**config.mk**
```make
export PLATFORM = sky130hd
export DESIGN_NAME = lstm_uart_ctrl
export DESIGN_NICKNAME = d
export VERILOG_FILES = /design/src/rtl/lstm_uart_ctrl.sv
export SDC_FILE = /design/constraint.sdc
export NUM_CORES = 1
export LEC_CHECK = 0
export CORE_UTILIZATION = 63
export DETAILED_ROUTE_END_ITERATION = 7
export DONT_BUFFER_PORTS = 1
export PLACE_DENSITY = 0.86
export SYNTH_ARGS = -nofsm -noshare
export SYNTH_HDL_FRONTEND = slang
export SYNTH_SLANG_ARGS = --single-unit
```
**constraint.sdc**
```tcl
create_clock -name clk -period 2.25 [get_ports clk]
set_input_delay 0.1125 -clock clk [delete_from_list [all_inputs] [get_ports clk]]
set_output_delay 0.1125 -clock clk [all_outputs]
set_load 0.02 [all_outputs]
```
**src/rtl/lstm_uart_ctrl.sv**
```systemverilog
// Frame sequencer between the UART and the LSTM datapath: packs received bytes
// into D_WL-bit words, fills the input buffer, runs one inference, and returns the class.
module lstm_uart_ctrl #(
  parameter int INPUT_SIZE  = 20,
  parameter int TIME_STEP   = 3,
  parameter int CLASS_NUM   = 2,
  parameter int D_WL        = 24,
  parameter int TIMEOUT_CYC = 200000,
  localparam int NB = (D_WL + 7) / 8,
  localparam int NW = INPUT_SIZE * TIME_STEP,
  localparam int AW = (NW > 1) ? $clog2(NW) : 1,
  localparam int CW = (CLASS_NUM > 2) ? $clog2(CLASS_NUM) : 1
) (
  input  logic            clk,
  input  logic            rst_n,
  input  logic [7:0]      rx_data,
  input  logic            rx_finish,
  output logic [7:0]      tx_data,
  output logic            tx_en,
  input  logic            tx_finish,
  output logic            buf_we,
  output logic [AW-1:0]   buf_addr,
  output logic [D_WL-1:0] buf_wdata,
  output logic            net_start,
  input  logic            net_done,
  input  logic [CW-1:0]   net_class,
  output logic            o_valid,
  output logic [CW-1:0]   result,
  output logic            frame_err,
  output logic            busy
);

  localparam int BW = (NB > 1) ? $clog2(NB) : 1;
  localparam int GW = $clog2(TIMEOUT_CYC + 1);

  typedef enum logic [2:0] {
    S_IDLE, S_RECV, S_START, S_WAIT, S_SEND, S_TXWAIT
  } state_t;

  state_t state, state_nx;

  logic [BW-1:0]   byte_cnt;
  logic [AW-1:0]   word_cnt;
  logic [GW-1:0]   gap_cnt;
  logic [2:0]      txw_cnt;
  logic            tx_low_seen;
  // Only the bytes still to be kept need storing; D_WL must exceed 8.
  logic [D_WL-9:0] shift_q;
  logic [D_WL-1:0] shift_nx;

  logic last_wr;
  logic byte_acc;
  logic word_done;
  logic gap_hit;

  assign shift_nx  = {shift_q, rx_data};
  // The final word's write strobe is what releases the frame to the network.
  assign last_wr   = buf_we && (buf_addr == AW'(NW - 1));
  assign byte_acc  = rx_finish && ((state == S_IDLE) || ((state == S_RECV) && !last_wr));
  assign word_done = byte_acc && (byte_cnt == BW'(NB - 1));
  // A byte arriving on the timeout cycle wins, so the hit requires rx_finish low.
  assign gap_hit   = (state == S_RECV) && !last_wr && !rx_finish &&
                     (gap_cnt == GW'(TIMEOUT_CYC - 1));

  always_ff @(posedge clk or negedge rst_n) begin
    if (!rst_n) state <= S_IDLE;
    else        state <= state_nx;
  end

  always_comb begin
    // NOTE: every output of this block gets a default first so no latch is inferred.
    state_nx  = state;
    net_start = 1'b0;
    frame_err = 1'b0;
    busy      = (state != S_IDLE);
    case (state)
      S_IDLE:  if (rx_finish) state_nx = S_RECV;
      S_RECV: begin
        if (last_wr) begin
          state_nx = S_START;
        end else if (gap_hit) begin
          frame_err = 1'b1;
          state_nx  = S_IDLE;
        end
      end
      S_START: begin
        net_start = 1'b1;
        state_nx  = S_WAIT;
      end
      S_WAIT:  if (net_done) state_nx = S_SEND;
      S_SEND:  if (tx_finish) state_nx = S_TXWAIT;
      S_TXWAIT: begin
        // Either the transmitter dropped busy and came back, or it never reacted.
        if (tx_finish && (tx_low_seen || (txw_cnt == 3'd4))) state_nx = S_IDLE;
      end
      default: state_nx = S_IDLE;
    endcase
  end

  // NOTE: sequential state uses non-blocking assignments only, so all registers
  // update together on the edge regardless of statement order.
  always_ff @(posedge clk or negedge rst_n) begin
    // NOTE: every register, including the data-only ones, is reset so the
    // outputs are defined from the first cycle after reset.
    if (!rst_n) begin
      byte_cnt    <= '0;
      word_cnt    <= '0;
      gap_cnt     <= '0;
      shift_q     <= '0;
      txw_cnt     <= '0;
      tx_low_seen <= 1'b0;
      buf_we      <= 1'b0;
      buf_addr    <= '0;
      buf_wdata   <= '0;
      o_valid     <= 1'b0;
      result      <= '0;
      tx_en       <= 1'b0;
      tx_data     <= '0;
    end else begin
      buf_we  <= 1'b0;
      o_valid <= 1'b0;
      tx_en   <= 1'b0;

      if (byte_acc) begin
        shift_q <= shift_nx[D_WL-9:0];
        if (word_done) begin
          byte_cnt  <= '0;
          buf_we    <= 1'b1;
          buf_addr  <= word_cnt;
          buf_wdata <= shift_nx;
          word_cnt  <= (word_cnt == AW'(NW - 1)) ? '0 : word_cnt + AW'(1);
        end else begin
          byte_cnt <= byte_cnt + BW'(1);
        end
      end

      if (gap_hit) begin
        byte_cnt <= '0;
        word_cnt <= '0;
      end

      gap_cnt <= ((state == S_RECV) && !rx_finish && !gap_hit) ? gap_cnt + GW'(1) : '0;

      if ((state == S_WAIT) && net_done) begin
        result  <= net_class;
        o_valid <= 1'b1;
      end

      if ((state == S_SEND) && tx_finish) begin
        tx_data <= 8'(result);
        tx_en   <= 1'b1;
      end

      if (state == S_TXWAIT) begin
        if (txw_cnt != 3'd4) txw_cnt <= txw_cnt + 3'd1;
        if (!tx_finish) tx_low_seen <= 1'b1;
      end else begin
        txw_cnt     <= '0;
        tx_low_seen <= 1'b0;
      end
    end
  end

endmodule

```
==> results of run 1 <==
==> cell type report <==
class / instances / area, sq um
Clock buffer: 9 / 124
Clock inverter: 7 / 81.3
Timing Repair Buffer: 31 / 328
Inverter: 7 / 26.3
Sequential cell: 84 / 2100
Multi-Input combinational cell: 207 / 1550
Fill cell: 354 / 1340
Tap cell: 72 / 90.1
==> power breakdown <==
part / internal, W / switching, W / leakage, nW / total (W)
Sequential: 0.00185 / 0.000629 / 1.07 / 0.00247
Clock: 0.000533 / 0.000573 / 0.107 / 0.00111
Combinational: 0.000347 / 0.000284 / 0.663 / 0.000631
Total: 0.00273 / 0.00149 / 1.84 / 0.00421
==> cell families (layout without fill, tap and decap cells) <==
family,count (synthesis),in the layout
multiplexers,49,49
buffers and inverters,26,54
XOR/XNOR,13,13
AND/OR/NAND/NOR,98,98
AO/OA/AOI/OAI,36,36
other,1,7
flip-flops,84,84
adder cells (fa/ha/maj),4,4
==> worst paths after layout <==
check,from,end,cells after the start
min in group asynchronous,rst_n,gap_cnt[15]$_DFF_PN0_,2
worst min register to register,shift_q[13]$_DFFE_PN0P_,shift_q[13]$_DFFE_PN0P_,1
max in group asynchronous,rst_n,shift_q[11]$_DFFE_PN0P_,2
worst max register to register,gap_cnt[7]$_DFF_PN0_,gap_cnt[13]$_DFF_PN0_,6
worst max-delay path,gap_cnt[7]$_DFF_PN0_,frame_err,4
worst min-delay path,net_done,state[0]$_DFFE_PN0P_,3
==> registers in the layout, indices dropped and copies added, names as in the netlist, 2 cells and up <==
register and cells:
buf_wdata 24, gap_cnt 18, shift_q 16, buf_addr 6, word_cnt 6, state 3, txw_cnt 3, byte_cnt 2
==> cell usage after synthesis, types with 3 or more instances <==
master / number / area, sq um
dfrtp_1: 84 / 2100
mux2_2: 48 / 541
nor3_1: 18 / 90.1
nand2_1: 17 / 63.8
nand3_1: 12 / 60.1
a21oi_1: 11 / 55.1
nor2_1: 11 / 41.3
xnor2_1: 9 / 78.8
buf_4: 7 / 52.6
inv_1: 7 / 26.3
o21ai_0: 7 / 35.0
or4_1: 7 / 52.6
buf_2: 5 / 25.0
clkbuf_1: 5 / 18.8
a211oi_1: 4 / 30.0
ha_1: 4 / 50.1
o31ai_1: 4 / 30.0
xor2_1: 4 / 35.0
and3_1: 3 / 18.8
nand2b_1: 3 / 18.8
nand4_1: 3 / 18.8
nor3b_1: 3 / 22.5
or3_1: 3 / 18.8
==> stage by stage <==
| stage | total power (W) | hold slack, ns | setup WS [ns] |
|---|---|---|---|
| final | 0.00421 | 0.0581 | 0.0285 |
| after global routing | 0.00442 | 0.0894 | -0.0457 |
| after CTS | 0.00422 | 0.0563 | 0.00220 |
| after detailed placement | 0.00306 | -0.181 | 0.242 |
| after global placement | 0.00300 | -0.180 | 0.283 |
| after floorplan | 0.00288 | -0.183 | 0.227 |
==> cells in the final DEF, fill, tap and decap left out, types with 7 or more instances in the layout <==
cell,netlist,layout
xnor2_1,9,9
clkbuf_8,0,9
or4_1,7,7
a21oi_1,11,11
dfrtp_1,84,84
nand2_1,17,17
dlygate4sd3_1,0,13
conb_1,1,7
inv_1,7,7
nor2_1,11,10
mux2_2,48,48
nand3_1,12,12
o21ai_0,7,7
nor3_1,18,18
buf_4,7,14
==> layer usage <==
layer	share of wire (%)	vias up	GRT usage (%)
met2	50	96	45.3
met3	7.1	9	6.90
met5	0	-	0
li1	-	1177	-
met4	1.4	0	10.7
met1	41	1264	35.4
==> critical path, cell delays in order (launching register included) <==
cell     delay [ns]
dfrtp_1        0.41
or4_1          0.50
or4_4          0.45
nor3_4         0.23
buf_12         0.17
==> repair_timing <==
item	CTS	global route
gates resized for setup	1	0
gates cloned	1	1
pin swaps	1	1
endpoints found under the setup margin	1	4
endpoints found under the hold margin	106	0
hold buffers	14	0
buffers inserted	4	2
==> results.txt, run 1 <==
The cell area after synthesis came out at 0.00377 sq mm. The largest family of logic cells by synthesized area is simple AND/OR/NAND/NOR gates. The max-capacitance violation count came out at 0. The number of buffers on the longest clock path came out at 2. The DRC violation count after routing came out at 0.

The overall routing resource usage came out at 27.7%. After synthesis, the mean cell area works out to 12.1 sq um. The static leakage came out at 1.84 nW. The count of final hold-check violations is 0. The flip-flop cell with the highest count after synthesis is dfrtp_1. The final-report max-slew violation count is 0. The total wirelength of the detailed-routed design came out at approximately 8 mm.

The half-perimeter wire length after detailed placement came out at 4.79 mm. The maximum number of pins on one net before global-route repair is 85. The post-synthesis compound-gate area fraction came out at just over 6%.

Buffers inserted during clock tree synthesis total 9. 0 antenna diodes ended up in the layout. Of the total synthesized cell area, the portion taken by full adders, half adders and majority gates is between 1 and 1.5%. The actual transition at the worst max-transition pin is roughly 0.66 ns.

Derived from the worst setup path, the maximum achievable clock frequency is between 0.4 and 0.5 GHz. The fraction of the cycle the final worst path needs came out at approximately 99%. The number of I/O port buffers is 0. The total number of vias came out at 2546. The finished layout holds about 420 standard cells, fillers aside. The run finished with clean final reports. The count of nets after finishing came out at 358. The clock transition at the register clock pins on the worst setup and hold paths after CTS came out at ~0.09 ns. The row count came out at 27. The number of optimization iterations in the first detailed-route pass came out at 4. The initial core utilization came out at 66.8%. The floorplan step set the die height to 79.3 microns. Counting flops with an async set or reset pin after synthesis yields a share of 100%. The required arrival time at the worst endpoint is 2.14 ns.

Once layout is done, the placed cells without fillers occupy 0.00430 sq mm. The number of different library cells used by synthesis comes to between 40 and 50. The count of endpoints failing setup in the final report is 0.

The post-synthesis instance total came out at 311. Between clock sinks in the finished design, the worst skew comes to 0.0120 ns. The final sum of negative setup slack is 0 ns. The number of global-route vias before repair is 2687. The multiplexer fraction of the synthesized cell area came out at between 10% and 20%. The endpoint kind of the worst setup timing path is an output pin. The arrival time at the worst endpoint came out at 2.11 ns. The root buffer cell chosen for the clock tree is clkbuf_8. The cell count after placement came out at 380. From left edge to right edge, the die measures about 79 microns. The worst setup path is of the register to output pin kind. The kind of path behind the tightest hold check is input pin to register. Setup repair after global routing could not meet its margin everywhere. The largest fanout of any net on the critical path came out at 5.

Once detail routing completed, the nets flagged for antenna violations numbered 0. The first routing iteration left slightly above 200 violations. The total power density per cell area is a little under 1000 mW/mm^2.

The total overflow reported by the global router is 0. After synthesis the netlist holds a flip-flop and latch count of 84. The post-synthesis share of cell area spent on xor and xnor gates is 3.02%. The worst IR drop on VDD is between 0.8 and 0.9 mV.

The clock net sink count is 84. The total I/O pin count came out at about 60. The count of warnings emitted by yosys came out at 0. The total core area is roughly 0.0056 sq mm.

Dividing the detail-routed via count by the number of cells gives 6.11. The worst-case headroom to the max-slew limit came out at 55.8%. The share of the core filled with cells in the final layout came out at 76.2%. Summing the areas of all and, or, nand and nor instances in the mapped netlist gives 15.2% of the synthesized area. The fraction of final layout cells sized beyond drive strength 1 is 25.8%.

The first-pass GRT wire length came out at 13.1 mm. After detailed routing, the average wire length per cell comes to approximately 19 microns. The relative area change from synthesis to final layout is 14.1%. The area of placed instances came out at approximately 0.0039 sq mm. The number of enable flip-flop cells after synthesis came out at 0.

Subtracting the final worst setup slack from the clock period gives 2.22 ns. At the end of routability-driven placement, the weighted congestion stood at 0.830. STA classifies the critical path startpoint as a register. The clock latency on the worst-skew pair is 0.35 ns.

The initial antenna violation count came out at 0. The floorplan step defined a die boundary enclosing approximately 0.0063 sq mm. TritonCTS built the clock tree. The worst reg-to-reg setup slack is 0.15 ns. The H-tree generated during clock tree synthesis spans 3 levels. The share of the yosys chip area belonging to registers is 55.8%.
(Power assumes the default switching activity.)
==> run 2, diff against run 1 <==
SETUP_SLACK_MARGIN = 0.5   (was not set)
==> run 2 against run 1 <==
Effect of this change:
- the run now ends with hold timing left
- maximum frequency decreased by 0.24%
- non-clock buffer count increased by 9
- final cell count increased by 2.2%
- sequential power increased by 2%
- clock-buffer cell count increased by 1
- final area increased by 11%
- worst setup slack got worse by 0.0054 ns
- first-iteration DRC count increased by 12%
- power increased by 8.8%
- sequential cell count unchanged
==> results.txt, run 2 (synthesis gave the netlist of run 1 again) <==
Across the routed clock network, the largest skew measured is between 0.008 and 0.009 ns. The count of final hold-check violations came out at 84. The buffer cell driving the clock tree root is clkbuf_8. The H-tree depth is 3. The clock net sink count came out at 84. The worst-case headroom to the max-slew limit is 55.4%.

The number of buffers on the longest clock path came out at 2. The switching share of power is 35.5%. From synthesis to final layout, the design area changed by 27.0%. The first detailed-routing pass ran for 4 iterations. The antenna diode count is 0. The routed length per placed instance is roughly 23 microns. The completed layout was analyzed and its total power is 0.00458 W.

The final sum of negative setup slack came out at 0 ns. Setup violations remaining at the end of the flow were counted as 0. Summed over all layers, the global routing overflow is 0. Setup repair after global routing could not meet its margin everywhere.

The overall routing resource usage is 28.9%. STA classifies the critical path endpoint as an output pin. The internal power consumption came out at just under 0.003 W. The final-report max-slew violation count came to 0. The post-detailed-route via-to-cell ratio came out at 6.55. The final reports fail on hold timing. The actual transition at the worst max-transition pin came out at 0.653 ns. Once detail routing completed, the nets flagged for antenna violations numbered 0. The sequential share of power came out at 55.0%.

Ranked by flip-flop count, first place goes to buf_wdata. STA classifies the critical path startpoint as a register. The detailed router placed 2792 vias in this run. Per report_power, the combinational group accounts for approximately a fifth of the total. The worst path in the final design needs a cycle of 2.23 ns, including I/O delays and setup.

The clock transition at the register clock pins on the worst setup and hold paths after CTS is 0.09 ns. The number of global-route vias before repair is 2709. The number of I/O port buffers is 0.

OpenSTA, run right after detailed placement, puts the worst setup slack at 0.236 ns. The highest attainable clock frequency came out at ~0.45 GHz. The number of buffers inserted during clock tree synthesis came out at 9. The floorplan die height came out at 79.3 microns.

Leaving out fill and tap cells, the most frequent cells in the layout are 75 x dfrtp_1, 31 x mux2_4, 17 x mux2_2. Across all setup checks in the final design, the least slack found is 0.0232 ns. In the final layout, the share of cells above drive strength 1 is between 30% and 40%. Leaving out fill and tap cells, the most frequent cell in the layout is dfrtp_1. The number of buffers inserted by hold repair at cts is 12. The final critical path takes up 99.0% of the cycle. The largest registers in the layout are buf_wdata: 24 flops, gap_cnt: 18 flops, shift_q: 16 flops. Once detailed placement completed, the half-perimeter wirelength came to about 4.7 mm. After detailed routing, the number of remaining DRC violations is 0. The required arrival time at the worst endpoint is 2.14 ns.

The first global-routing pass estimated 13.5 mm of wire. The area taken by multi-input logic gates came out at 0.00185 sq mm. The clock power share is 24.3%. After filler insertion, the fill cell instance count of the layout stands at around 250. The total power density per cell area came out at about 960 mW/mm^2. At the end of the flow, the number of nets in the layout was 367.

The startpoint of the worst-slack reg-to-reg timing path is gap_cnt[6]$_DFF_PN0_. After floorplanning, the core was sized to cover 0.00564 sq mm. The first-iteration detailed-routing DRC count came out at 230.

The power dissipated by switching net loads is approximately 0.0016 W. The initial antenna violation count is 0. The largest fanout of any net on the critical path came out at 9. The clock latency on the worst-skew pair came out at 0.36 ns.

The worst IR drop on VDD came out at 0.799 mV. For this configuration, the core starts out at a cell density of 66.8%. The maximum number of pins on one net before global-route repair is 85. The footprint of the flip-flops and latches is 0.00211 sq mm. The run finished, with violations left. The post-route worst hold slack came out at -0.567 ns. The kind of path behind the tightest hold check is input pin to asynchronous set/reset pin. The number of flip-flops under the largest register name is 24. The arrival time at the worst endpoint came out at approximately 2.1 ns. The critical path in this run is classified as register to output pin. The max-capacitance violation count is 0.

TritonCTS built the clock tree. The worst setup path startpoint is gap_cnt[6]$_DFF_PN0_. The global placement routability congestion is between 0.8 and 0.9. The floorplan step set the die width to 79.3 microns.

The total wirelength of the detailed-routed design came out at 9.99 mm. The static leakage came out at 2.01 nW. The floorplan die area came out at 0.00629 sq mm. The total I/O pin count came out at 59. The row count is 27.
[run 2: routing by layer]
layer / vias up / global-route usage [%] / wire [microns]
met4: 0 / 11.3 / 252
li1: 1187 / - / -
met5: - / 0 / 0
met3: 31 / 9.08 / 803
met1: 1413 / 36.0 / 3690
met2: 161 / 46.9 / 5250
[run 2: path summary, 6_finish.rpt]
check,to,slack [ns],depth (start not counted)
setup / recovery,frame_err,0.02,4
hold / removal,state[2]$_DFFE_PN0P_,-0.57,0
setup reg to reg,gap_cnt[3]$_DFF_PN0_,0.05,7
hold reg to reg,shift_q[13]$_DFFE_PN0P_,0.53,1
max in group asynchronous,buf_addr[5]$_DFFE_PN0P_,2.71,0
min in group clk,state[0]$_DFFE_PN0P_,0.02,3
[run 2: timing repair]
action,in CTS,in global routing
hold endpoints to repair,106,84
setup endpoints to repair,55,74
buffers inserted,12,4
pin swaps,7,11
gates resized for setup,21,68
gates cloned,2,3
[run 2: metrics by stage]
step                      instance area (sq um)  cells  util [%]
after CTS                                  4400    419      77.9
after global routing                       4790    426      84.8
after detailed placement                   3860    377      68.4
final                                      4790    426      84.8
after floorplan                            3820    317         -
after global placement                     3860    377      68.4
[run 2: area by class of cell]
type | count | area share [%]
Clock buffer | 10 | 2.67
Clock inverter | 6 | 1.52
Inverter | 7 | 0.549
Multi-Input combinational cell | 207 | 38.7
Sequential cell | 84 | 44.2
Tap cell | 72 | 1.88
Timing Repair Buffer | 40 | 10.5
[run 2: power groups by stage]
stage	Clock [W]	Sequential [W]	Combinational [W]
4_1_cts	0.00110	0.00246	0.000659
3_3_place_gp	0	0.00246	0.000536
5_1_grt	0.00119	0.00256	0.00100
2_1_floorplan	0	0.00237	0.000520
3_5_place_dp	0	0.00248	0.000570
6_report	0.00111	0.00252	0.000950
[run 2: worst max-delay path: stages, from the launching register on]
cell	delay, ns
dfrtp_1	0.39
or4_4	0.53
or4_4	0.46
nor3_4	0.20
buf_12	0.18
